==> config.mk <==
export PLATFORM = sky130hd
export DESIGN_NAME = bcd_scan_display_flat
export DESIGN_NICKNAME = d
export VERILOG_FILES = /design/src/rtl/bcd_scan_display_if.sv /design/src/rtl/bcd_scan_display.sv /design/src/flat_wrapper.sv
export SDC_FILE = /design/constraint.sdc
export NUM_CORES = 1
export LEC_CHECK = 0
export CAP_MARGIN = 20
export CORE_MARGIN = 1
export CORE_UTILIZATION = 37
export CTS_CLUSTER_DIAMETER = 50
export DETAILED_ROUTE_END_ITERATION = 6
export SYNTH_ARGS = -nofsm -noshare
export SYNTH_HDL_FRONTEND = slang
export SYNTH_SLANG_ARGS = --single-unit
==> constraint.sdc <==
create_clock -name clock -period 3 [get_ports clock]
set_input_delay 0.6 -clock clock [delete_from_list [all_inputs] [get_ports clock]]
set_output_delay 0.6 -clock clock [all_outputs]
set_load 0.05 [all_outputs]
==> src/rtl/bcd_scan_display_if.sv <==
// Bundle between the BCD counter chain and the scanned 7-segment display driver.
// master: counter side (drives en/digits_in); slave: display driver.
interface bcd_scan_display_if #(
  parameter int unsigned NUM_DIGITS = 4
);
  localparam int unsigned IDX_W = $clog2(NUM_DIGITS);

  logic                    en;
  logic [4*NUM_DIGITS-1:0] digits_in;
  logic [6:0]              seg;
  logic [NUM_DIGITS-1:0]   an;
  logic [IDX_W-1:0]        digit_idx;
  logic                    frame_done;

  modport master (
    output en, digits_in,
    input  seg, an, digit_idx, frame_done
  );

  modport slave (
    input  en, digits_in,
    output seg, an, digit_idx, frame_done
  );
endinterface

==> src/rtl/bcd_scan_display.sv <==
// Time-multiplexed BCD 7-segment scanner with refresh prescaler, one-cycle
// anti-ghosting blank between slots and a per-frame snapshot of the digits.
// Optional macro LEADING_ZERO_BLANK_EN: suppress leading-zero digits (digit 0
// is always shown); slot timing is unaffected.
module bcd_scan_display #(
  parameter int unsigned NUM_DIGITS     = 4,
  parameter int unsigned REFRESH_DIV    = 1000,
  parameter int unsigned SEG_ACTIVE_LOW = 1,
  parameter int unsigned AN_ACTIVE_LOW  = 1
) (
  input  logic                clock,
  input  logic                reset,
  bcd_scan_display_if.slave   bus
);

  localparam int unsigned IDX_W = $clog2(NUM_DIGITS);
  localparam int unsigned PRE_W = $clog2(REFRESH_DIV);
  localparam int unsigned DIG_W = 4 * NUM_DIGITS;

  localparam logic [6:0]            SEG_OFF  = (SEG_ACTIVE_LOW != 0) ? 7'h7F : 7'h00;
  localparam logic [NUM_DIGITS-1:0] AN_OFF   = (AN_ACTIVE_LOW != 0) ? '1 : '0;
  localparam logic [IDX_W-1:0]      IDX_LAST = IDX_W'(NUM_DIGITS - 1);
  localparam logic [PRE_W-1:0]      PRE_LAST = PRE_W'(REFRESH_DIV - 1);

  typedef enum logic [1:0] {
    IDLE  = 2'd0,
    BLANK = 2'd1,
    DRIVE = 2'd2
  } state_t;

  state_t                r_state;
  logic [IDX_W-1:0]      r_idx;
  logic [PRE_W-1:0]      r_presc;
  logic [DIG_W-1:0]      r_snap;
  logic                  r_frame_done;
  logic [6:0]            r_seg;
  logic [NUM_DIGITS-1:0] r_an;

  logic [DIG_W-1:0]      w_src;
  logic [3:0]            w_digit;
  logic                  w_show;
  logic [6:0]            w_seg_drive;
  logic [NUM_DIGITS-1:0] w_an_onehot;
  logic [NUM_DIGITS-1:0] w_an_drive;
  logic [IDX_W-1:0]      w_idx_next;

  // Active-high segment pattern {g,f,e,d,c,b,a}; non-decimal codes show a dash.
  function automatic logic [6:0] decode(input logic [3:0] d);
    logic [6:0] s;
    case (d)
      4'd0:    s = 7'h3F;
      4'd1:    s = 7'h06;
      4'd2:    s = 7'h5B;
      4'd3:    s = 7'h4F;
      4'd4:    s = 7'h66;
      4'd5:    s = 7'h6D;
      4'd6:    s = 7'h7D;
      4'd7:    s = 7'h07;
      4'd8:    s = 7'h7F;
      4'd9:    s = 7'h6F;
      default: s = 7'h40;
    endcase
    return s;
  endfunction

  // Leaving BLANK for digit 0 the snapshot is loaded on the same edge, so the
  // first DRIVE cycle decodes straight from digits_in.
  assign w_src = (r_state == BLANK && r_idx == '0) ? bus.digits_in : r_snap;
  assign w_digit = 4'(w_src >> {r_idx, 2'b00});

`ifdef LEADING_ZERO_BLANK_EN
  logic [DIG_W-1:0] w_upper;
  // Digit k is suppressed when it and every more significant digit are zero.
  assign w_upper = w_src >> {r_idx, 2'b00};
  assign w_show  = (r_idx == '0) || (w_upper != '0);
`else
  assign w_show = 1'b1;
`endif

  assign w_seg_drive = (SEG_ACTIVE_LOW != 0) ? ~decode(w_digit) : decode(w_digit);
  assign w_an_onehot = NUM_DIGITS'(1) << r_idx;
  assign w_an_drive  = (AN_ACTIVE_LOW != 0) ? ~w_an_onehot : w_an_onehot;
  assign w_idx_next  = (r_idx == IDX_LAST) ? '0 : r_idx + IDX_W'(1);

  // Scan FSM; outputs are loaded with the values belonging to the next state.
  always_ff @(posedge clock or posedge reset) begin
    if (reset) begin
      r_state      <= IDLE;
      r_idx        <= '0;
      r_presc      <= '0;
      r_snap       <= '0;
      r_frame_done <= 1'b0;
      r_seg        <= SEG_OFF;
      r_an         <= AN_OFF;
    end else begin
      r_frame_done <= 1'b0;
      r_seg        <= SEG_OFF;
      r_an         <= AN_OFF;
      if (!bus.en) begin
        r_state <= IDLE;
        r_idx   <= '0;
        r_presc <= '0;
      end else begin
        case (r_state)
          IDLE: begin
            r_state      <= BLANK;
            r_idx        <= '0;
            r_presc      <= '0;
            r_frame_done <= 1'b1;
          end
          BLANK: begin
            r_state <= DRIVE;
            r_presc <= '0;
            if (r_idx == '0) begin
              r_snap <= bus.digits_in;
            end
            if (w_show) begin
              r_seg <= w_seg_drive;
              r_an  <= w_an_drive;
            end
          end
          DRIVE: begin
            if (r_presc == PRE_LAST) begin
              r_state      <= BLANK;
              r_presc      <= '0;
              r_idx        <= w_idx_next;
              r_frame_done <= (w_idx_next == '0);
            end else begin
              r_presc <= r_presc + PRE_W'(1);
              if (w_show) begin
                r_seg <= w_seg_drive;
                r_an  <= w_an_drive;
              end
            end
          end
          default: begin
            r_state <= IDLE;
            r_idx   <= '0;
            r_presc <= '0;
          end
        endcase
      end
    end
  end

  assign bus.seg        = r_seg;
  assign bus.an         = r_an;
  assign bus.digit_idx  = r_idx;
  assign bus.frame_done = r_frame_done;

endmodule

==> src/flat_wrapper.sv <==
// flat-port wrapper written by rule: the top's interface ports become plain ports
module bcd_scan_display_flat 
#(
  parameter int unsigned NUM_DIGITS     = 4,
  parameter int unsigned REFRESH_DIV    = 1000,
  parameter int unsigned SEG_ACTIVE_LOW = 1,
  parameter int unsigned AN_ACTIVE_LOW  = 1
)
  (clock, reset, bus_en, bus_digits_in, bus_seg, bus_an, bus_digit_idx, bus_frame_done);
  bcd_scan_display_if #(.NUM_DIGITS(NUM_DIGITS)) bus_i ();
  input  logic clock;
  input  logic reset;
  input wire logic [$bits(bus_i.en)-1:0] bus_en;
  input wire logic [$bits(bus_i.digits_in)-1:0] bus_digits_in;
  output wire logic [$bits(bus_i.seg)-1:0] bus_seg;
  output wire logic [$bits(bus_i.an)-1:0] bus_an;
  output wire logic [$bits(bus_i.digit_idx)-1:0] bus_digit_idx;
  output wire logic [$bits(bus_i.frame_done)-1:0] bus_frame_done;
  assign bus_i.en = bus_en;
  assign bus_i.digits_in = bus_digits_in;
  assign bus_seg = bus_i.seg;
  assign bus_an = bus_i.an;
  assign bus_digit_idx = bus_i.digit_idx;
  assign bus_frame_done = bus_i.frame_done;
  bcd_scan_display #(.NUM_DIGITS(NUM_DIGITS), .REFRESH_DIV(REFRESH_DIV), .SEG_ACTIVE_LOW(SEG_ACTIVE_LOW), .AN_ACTIVE_LOW(AN_ACTIVE_LOW)) u_core (.clock(clock), .reset(reset), .bus(bus_i));
endmodule
==> out/metrics.cfg <==
[grt]
overflow=0
grt_max_degree=43
antenna_found_initial=0
grt_use_total_pct=14.9
first_global_vias=1577
grt_pass1_wl_um=7490

[timing]
slew_viol_final=0
slew_headroom_pct=51.4
min_period_ps=2500
tns_ps=0
fin_crit_sh_pct=83.5
fin_skew_ps=7.95
hold_ws_ps=459
fmax_mhz=399
worst_pin_slew_ps=723
finalSetupViolCount=0
hold_viol_final=0
grt_setup_unrepaired=false

[clock_tree]
cts_inserted_buffers=5
cts_root_buf=clkbuf_8
cts_buffer_depth=2
clkTransAtPathRegs_ps=80
cts_tree=yes
hold_buffers=0
clock_latency_ps=290
h-tree-depth=2
post_cts_buffers=0
cts_resized=0
cts.sinks=42

[run_status]
outcome=finished, final reports clean

[layout]
design_area_um2=2840
final_nets=268
drive_above_1_share_pct=24.7
synthToLayoutAreaGrowth_pct=23.3
diodes=0
nFillCells=571

[synth]
synth_area_leader_cell=dfrtp_1
synth_cell_types=43
ys_seq_elements=42
yosysSeqAreaShare_pct=46.2
synth_top_cell_area_share_pct=33.6
synth_area_leaders=dfrtp_1 34%, dfstp_2 13%, mux2_2 8.8%, ha_1 8.1%, mux4_2 3.9%
syn_inst=194
synthArstFlopShare_pct=100
avgSynthCellArea_um2=11.9
synth_edf_count=0
synth_nets=228
syn_area_um2=2310
yosys_warnings=0
synth_commonest_cells=31 x dfrtp_1, 18 x mux2_2, 17 x nor2_1
ys.flop_type=dfrtp_1
yosysMostFrequentCell=dfrtp_1

[floorplanning]
io_pins=33
die_h_um=80.9
dieArea_um2=6550
rows=28
initial_core_util_pct=38.7
die_x_um=80.9
fp.coreArea_um2=5960

[critical_path]
critPathMaxStageDelay_ps=390
cp-start-kind=flip-flop
worstSetupPathType=flip-flop to flip-flop
crit_chain=inv_1, ha_1, nand2_2, mux4_2, mux2i_1, ha_1, o41ai_1, a311oi_1, o31ai_2
crit_path_frequent_cell=ha_1
arrival_ps=2710
path_max_fanout=12
cp.required_ps=3200
end_kind=flip-flop
cp_slowest_cell=dfrtp_1

[detailed_routing]
routed_via_density=4.99
wl_per_cell_um=13.6
via_count=1548
drc=0
ant_nets=0
drt-total-wl_um=4220
drtPass1Iterations=4
drt_iter0_markers=60

[placed_design]
place.gp.congestion=0.797
placed_cell_area_um2=2740
dp_hpwl_um=3170
port_buffers=32

[power_and_ir_drop]
power_switching_uw=580
p_int_mw=1.24
ir_drop_uv=305
pwr-share-clk_pct=24.0
powerDensity_nw_per_um2=642
power_leakage_nw=1.18
swShare_pct=31.8
p_comb_share_pct=34.5
seqPwrFrac_pct=41.4

[flow_run]
maxCapViolations=0

[worst_hold_path]
worst_hold_path_type=flip-flop to flip-flop

==> state kept, by name, summed over array words and instances, names as in the netlist <==
name and count:
u_core.r_state 2, u_core.bus.digit_idx 2, u_core.bus.an 4, u_core.r_presc 10
u_core.r_snap 16, u_core.bus.frame_done 1, u_core.bus.seg 7
==> worst max-delay path: cells and delay by family, from the launching register on <==
family	cells	cell delay (ps)
buffers and inverters	1	180
AND/OR/NAND/NOR	1	230
AO/OA/AOI/OAI	3	530
flip-flops	1	390
adder cells (fa/ha/maj)	2	520
multiplexers	2	560
==> power groups by stage <==
stage	clock network (mW)	registers (mW)	logic, mW
global route	0.479	0.770	0.691
finish	0.438	0.756	0.630
CTS	0.451	0.756	0.639
global placement	0	0.765	0.631
detailed placement	0	0.767	0.634
floorplan	0	0.863	0.372
==> layer usage <==
layer / global-route usage (%) / wire length (um) / vias up / share of wire [%]
met3: 2.36 / 124 / 7 / 2.9
met2: 22.7 / 1890 / 31 / 45
li1: - / - / 767 / -
met4: 6.43 / 78 / 0 / 1.9
met5: 0 / 0 / - / 0
met1: 20.8 / 2120 / 743 / 50
==> stage by stage <==
stage	setup slack, ps	utilization [%]	power, mW	std cells
finish	495	47.7	1.82	310
floorplan	120	-	1.24	194
global placement	446	45.9	1.40	302
CTS	478	47.7	1.85	310
detailed placement	464	45.9	1.40	302
global route	283	47.7	1.94	310
==> placed cells by master (no fill, tap or decap), types with 6 or more instances in the layout <==
master and count:
a211oi_1 6, nand2_1 9, ha_1 15, dfrtp_1 31, o21ai_0 6, and3_1 10, dfstp_2 11, mux2i_1 6
buf_4 8, clkdlybuf4s50_1 32, nand3_1 6, inv_1 8, nor2_1 17, mux2_2 18
==> layout make-up <==
cell class                      count  area (um^2)  share of cell area [%]
Clock buffer                        7         76.3                    2.68
Inverter                            8         30.0                    1.06
Clock inverter                      1         30.0                    1.06
Timing Repair Buffer               40          380                    13.4
Tap cell                           75         93.8                    3.30
Sequential cell                    42         1060                    37.5
Multi-Input combinational cell    137         1170                    41.1
==> logic make-up after synthesis <==
kind of cell	Yosys count	synth area share, %
and+or+nand+nor	58	13.6
xor gates and xnor gates	9	3.42
muxes	28	15.3
AOI/OAI and AO/OA	27	10.1
adders and majority gates	15	8.14
buffers and inverters	15	3.20
DFF	42	46.2
==> path summary, 6_finish.rpt <==
path | endpoint | from | slack [ps] | cells past startpoint
worst max-delay path | u_core.bus.seg[4] | u_core.bus.digit_idx[0] | 500 | 9
worst min-delay path | u_core.r_presc[0] | u_core.r_presc[0] | 460 | 1
worst max register to register | u_core.bus.seg[4] | u_core.bus.digit_idx[0] | 500 | 9
worst min register to register | u_core.r_presc[0] | u_core.r_presc[0] | 460 | 1
max in group asynchronous | u_core.bus.an[1] | reset | 1890 | 3
min in group asynchronous | u_core.r_presc[8] | reset | 740 | 3
No activity file was read; power rests on OpenSTA's default activity.
